File: config.mk
export PLATFORM = sky130hd
export DESIGN_NAME = instr_fetch_unit
export DESIGN_NICKNAME = d
export VERILOG_FILES = /design/src/rtl/instr_fetch_unit.sv
export SDC_FILE = /design/constraint.sdc
export NUM_CORES = 1
export LEC_CHECK = 0
export CORE_ASPECT_RATIO = 0.8
export CORE_MARGIN = 8
export CORE_UTILIZATION = 35
export DETAILED_ROUTE_END_ITERATION = 6
export GPL_ROUTABILITY_DRIVEN = 0
export HOLD_SLACK_MARGIN = 0.1
export PLACE_DENSITY = 0.67
export SKIP_LAST_GASP = 1
export SLEW_MARGIN = 20
export SYNTH_ARGS = -nofsm -noshare
export SYNTH_HDL_FRONTEND = slang
export SYNTH_SLANG_ARGS = --single-unit
export TNS_END_PERCENT = 50
File: constraint.sdc
create_clock -name clk -period 6.46 [get_ports clk]
set_clock_uncertainty 0.1 [all_clocks]
set_input_delay 1.292 -clock clk [delete_from_list [all_inputs] [get_ports clk]]
set_output_delay 1.292 -clock clk [all_outputs]
set_load 0.05 [all_outputs]
File: src/rtl/instr_fetch_unit.sv
// RV32I instruction fetch: PC register, single-outstanding imem request/grant/response,
// one-entry valid/ready buffer toward the decoder, redirect handling with stale-response drain.
module instr_fetch_unit #(
  parameter logic [31:0] RESET_PC = 32'h0000_0000
) (
  input  logic        clk,
  input  logic        rst_n,
  output logic        imem_req,
  output logic [31:0] imem_addr,
  input  logic        imem_gnt,
  input  logic        imem_rvalid,
  input  logic [31:0] imem_rdata,
  input  logic        redirect_valid,
  input  logic [31:0] redirect_pc,
  output logic        instr_valid,
  output logic [31:0] instr,
  output logic [31:0] instr_pc,
  input  logic        instr_ready,
  output logic        misalign
);

  typedef enum logic [1:0] {FETCH, WAIT, DRAIN} state_t;

  state_t      state;
  logic [31:0] pc;
  logic        consume;
  logic        buf_free;
  logic        accept;

  assign consume   = instr_valid & instr_ready;
  assign buf_free  = ~instr_valid | instr_ready;
  // Request is masked while reset is held so the bus stays quiet during reset.
  assign imem_req  = rst_n & (state == FETCH) & buf_free;
  assign imem_addr = pc;
  assign accept    = imem_req & imem_gnt;

  always_ff @(posedge clk) begin
    if (!rst_n) begin
      state       <= FETCH;
      pc          <= RESET_PC;
      instr_valid <= 1'b0;
      instr       <= 32'h0;
      instr_pc    <= 32'h0;
      misalign    <= 1'b0;
    end else if (redirect_valid) begin
      // Redirect flushes the buffer; any granted or pending response becomes stale.
      pc          <= {redirect_pc[31:2], 2'b00};
      instr_valid <= 1'b0;
      misalign    <= |redirect_pc[1:0];
      case (state)
        FETCH:   state <= accept ? DRAIN : FETCH;
        WAIT:    state <= imem_rvalid ? FETCH : DRAIN;
        DRAIN:   state <= imem_rvalid ? FETCH : DRAIN;
        default: state <= FETCH;
      endcase
    end else begin
      misalign <= 1'b0;
      if (consume) instr_valid <= 1'b0;
      case (state)
        FETCH: begin
          if (accept) state <= WAIT;
        end
        WAIT: begin
          if (imem_rvalid) begin
            instr       <= imem_rdata;
            instr_pc    <= pc;
            instr_valid <= 1'b1;
            pc          <= pc + 32'd4;
            state       <= FETCH;
          end
        end
        DRAIN: begin
          if (imem_rvalid) state <= FETCH;
        end
        default: state <= FETCH;
      endcase
    end
  end

endmodule

== After elaboration in Yosys (flattened, before gate mapping) ==
Index checks and enable logic that the tools add are counted.

* Add/sub/neg operators: 1
* Multipliers: 0
* Div/mod/pow operators: 0
* $lt $le $gt $ge: 0
* Equality and inequality tests: 4
* Shift-type cells: 0
* Muxes and demuxes: 13
* Bitwise operators: 8
* Reduce and logical (&&, ||, !) cells: 11

{| class="wikitable"
|+ Operator list
! kind !! count
|-
| two-way mux 32 bit || 3
|-
| adder 32 x 3 -> 32 bit, second input constant || 1
|-
| two-way mux 2 bit || 5
|-
| case mux 2 bit (2 select lines) || 2
|-
| AND reduction 2 bit || 4
|-
| OR reduction 2 bit || 3
|-
| AND 1 bit || 4
|-
| nonzero test 2 bit || 2
|-
| two-way mux 1 bit || 3
|-
| inequality test 3 x 1 -> 1 bit, second input constant || 1
|-
| inequality test 3 bit, second input constant || 1
|-
| inverter 1 bit || 3
|-
| AND reduction 3 bit || 1
|-
| equality test 2 x 1 -> 1 bit, second input constant || 1
|-
| equality test 2 bit, second input constant || 1
|-
| logical NOT 2 bit || 1
|-
| bitwise OR 1 bit || 1
|}

* Register bits: 100
* Bits in latches: 0
* Memory bits (writable): 0
* ROM bits: 0
* Output and inout bits: 99
* Logic and storage cells: 44
* Memories: 0

== Longest topological paths before layout ==
* Word-level depth: 7
* Depth in mapped cells: 8
* Gate-level depth less buffers: 6

== Least setup slack after synthesis ==
OpenSTA, ideal clock, no wires.

* Path type: input-to-output
* Start point: in rst_n
* End point: out imem_req
* Arrival time: 2107 ps
* Slack: 2961 ps
* Stages on the path: 3
* Buffers on the path: 1
* Cells stage by stage: clkbuf_1 and2_1 and2_1

* Word-level cells in the longest chain between the ends: 2

{| class="wikitable"
|+ Ends and longest elaborated chain
! what !! line !! text
|-
| from (decl) || 7 || <nowiki>input logic rst_n,</nowiki>
|-
| AND 1 bit (2 in a row) || 33 || <nowiki>assign imem_req = rst_n & (state == FETCH) & buf_free;</nowiki>
|-
| to (decl) || 8 || <nowiki>output logic imem_req,</nowiki>
|}

Every way passes these cells.

== Worst setup path in the final report ==
Same ends and word-level chain as after synthesis.

==> impl_metrics.env <==
export IMPL_worst_pin_slew_ps=1055
export IMPL_critical_path_class="input pin to output pin"
export IMPL_fmax_ghz=0.2203
export IMPL_p_clk_frac=0.381
export IMPL_clk_latency_ps=340
export IMPL_grt_ovfl_total=0
export IMPL_ys_ff_latch=96
export IMPL_synthFlopType="dfxtp_1"
export IMPL_cp_max_fo=27
export IMPL_holdBufCountCts=0
export IMPL_diodes=0
export IMPL_cp_required_ps=5070
export IMPL_seq_area_um2=1922
export IMPL_clkSinkCount=96
export IMPL_numCtsBuffers=9
export IMPL_synth_edff_count=0
export IMPL_drv_slew=0
export IMPL_p_int_mw=0.9835
export IMPL_slew_headroom=0.2943
export IMPL_io_pins=169
export IMPL_pwr_share_seq=0.473
export IMPL_min_period_ps=4539
export IMPL_yosysTopAreaCell="dfxtp_1"
export IMPL_rsz0062_at_grt="false"
export IMPL_p_sw_mw=0.3633
export IMPL_leakage_nw=1.998
export IMPL_wire_per_inst_um=17.20
export IMPL_status="completed"
export IMPL_syn2layout_area_growth_pct=47.71
export IMPL_combPwrFrac=0.146
export IMPL_powerDensity_nw_per_um2=219.8
export IMPL_first_pass_iters=4
export IMPL_coreArea_um2=11560
export IMPL_grt_max_degree=74
export IMPL_setup_violations=0
export IMPL_postCtsSetupBuffers=0
export IMPL_hold_viol_final=0
export IMPL_io_buffers=164
export IMPL_fin_crit_sh=0.7026
export IMPL_cts_buffer_depth=2
export IMPL_dieWidth_um=137.7
export IMPL_fill_cells=1107
export IMPL_antenna_found_initial=1
export IMPL_yosysUniqueCellTypes=47
export IMPL_ys_warn_count=0
export IMPL_initial_core_util=0.3589
export IMPL_synth_most_common_cell="nand2_1"
export IMPL_cts_tree="done"
export IMPL_multi_input_area_um2=2022
export IMPL_end_kind="output pin"
export IMPL_htree_levels=3
export IMPL_cts_clk_slew_worst_paths_ps=60
export IMPL_syn_area_um2=4149
export IMPL_drt_wl_total_mm=14.12
export IMPL_sw_frac_of_total=0.2697
export IMPL_hp_class="flip-flop to flip-flop"
export IMPL_setup_tns_ps=0
export IMPL_die_y_um=113.4
export IMPL_peakVddDrop_v=0.0001079
export IMPL_synthTopCellsByCount="nand2_1 (139), dfxtp_1 (96), a21oi_1 (74), clkbuf_1 (35), o21ai_0 (25)"
export IMPL_clockRootBuffer="clkbuf_16"
export IMPL_grt_pass1_wl_mm=22.32
export IMPL_seq_area_frac_synth=0.4632
export IMPL_holdWs_ps=354.3
export IMPL_die_area_um2=15620
export IMPL_vias_per_cell=5.216
export IMPL_hpwlAfterDp_mm=10.09
export IMPL_cts_resized=0
export IMPL_grtUsageTotal=0.1774
export IMPL_drtIter0Drc=245
export IMPL_synthCells=529
export IMPL_synthArstFlopShare=0
export IMPL_drive_above_1_share=0.04160
export IMPL_worstPathArrival_ps=3150
export IMPL_row_count=35
export IMPL_cp_start_kind="input pin"
export IMPL_ant_nets=0
export IMPL_drc_errors=0
export IMPL_post_synth_top_area_fraction=0.4632
export IMPL_vias=4282
export IMPL_synth_area_leaders="dfxtp_1 (46%), nand2_1 (13%), a21oi_1 (8.9%)"
export IMPL_drv_cap=0
export IMPL_avgSynthCellArea_um2=7.843
export IMPL_nets=742
export IMPL_grt_pass1_vias=4270
==> layout by cell type, fill, tap and decap left out, types with 2 or more instances in the layout <==
cell type        netlist  final
or2_2                  2      2
clkbuf_8               0      3
nand2_1              139    139
nand4_1               11     11
dfxtp_1               96     96
o2111a_1               2      2
and4_1                 5      5
a21oi_1               74     74
xnor2_1                6      6
a211oi_1               4      4
clkdlybuf4s50_1        0    164
o21ai_0               25     25
xor2_1                 4      4
nand3_1               12     12
conb_1                 1      4
or4_1                  5      5
inv_1                  9      8
clkbuf_1              35      2
nor3_1                 7      7
a311oi_1               4      4
buf_4                  5      5
or3_1                  9      9
and3_1                 3      3
a31oi_1               12     12
a41oi_1                2      2
nor2_1                12     12
ha_1                   4      4
o31ai_1                4      4
and2_1                 3      3
nor2b_1                4      4
o22ai_1                2      2
nor4_1                 8      8
clkbuf_16              0      9
nand3b_1               2      2
==> per-stage QoR <==
| stage | instance area [um2] | power [mW] | cells | worst slack, ps | util |
|---|---|---|---|---|---|
| 6_report | 6128 | 1.347 | 821 | 1921 | 0.5301 |
| 3_5_place_dp | 5839 | 0.8458 | 805 | 1906 | 0.5051 |
| 5_1_grt | 6128 | 1.400 | 821 | 1813 | 0.5301 |
| 4_1_cts | 6126 | 1.362 | 821 | 1909 | 0.5299 |
| 3_3_place_gp | 5839 | 0.8425 | 805 | 1911 | 0.5051 |
| 2_1_floorplan | 4160 | 0.7529 | 532 | 2961 | - |
==> path summary, 6_finish.rpt <==
kind                                  start     endpoint  slack, ps  cells past startpoint
worst min register to register  instr_pc[7]  instr_pc[7]        350                      2
worst min-delay path            instr_pc[7]  instr_pc[7]        350                      2
worst max register to register     state[1]  instr_pc[3]       3900                      6
worst max-delay path                  rst_n     imem_req       1920                      5
==> cell families after synthesis <==
family	Yosys count	share of synthesized area
buffers and inverters	53	0.05308
flip-flops	96	0.4632
adder cells (fa/ha/maj)	4	0.01206
XOR/XNOR	10	0.02111
other	1	0.0009038
AND/OR/NAND/NOR	227	0.2575
AO/OA/AOI/OAI	138	0.1921
==> power groups by stage <==
stage                     clock (mW)  combinational [mW]  sequential, mW
final                          0.514               0.196           0.637
after global routing           0.550               0.209           0.640
after CTS                      0.529               0.197           0.636
after detailed placement           0               0.196           0.650
after global placement             0               0.194           0.648
after floorplan                    0              0.0599           0.693
==> critical path, stage by stage <==
cell and delay (ps):
clkdlybuf4s50_1 450, buf_4 270, and2_1 200, and2_1 130, clkdlybuf4s50_1 800
==> registers in the layout, summed over array words and instances, names as in the netlist <==
register     count
instr_valid      1
instr           32
misalign         1
imem_addr       30
state            2
instr_pc        30
==> routing by layer <==
layer  wire length (um)  vias to the layer above  GRT usage
li1                   -                     2124          -
met3               1455                       11    0.07689
met4                101                        2    0.04074
met1               6022                     2013     0.2150
met2               6527                      132     0.2837
met5                 13                        -          0
==> area by class of cell <==
| class | instances | area share |
|---|---|---|
| Multi-Input combinational cell | 383 | 0.3299 |
| Tap cell | 148 | 0.03022 |
| Clock inverter | 2 | 0.002042 |
| Inverter | 9 | 0.005512 |
| Clock buffer | 14 | 0.04471 |
| Timing Repair Buffer | 169 | 0.2740 |
| Sequential cell | 96 | 0.3136 |
Power figures use the tool's default switching activity.
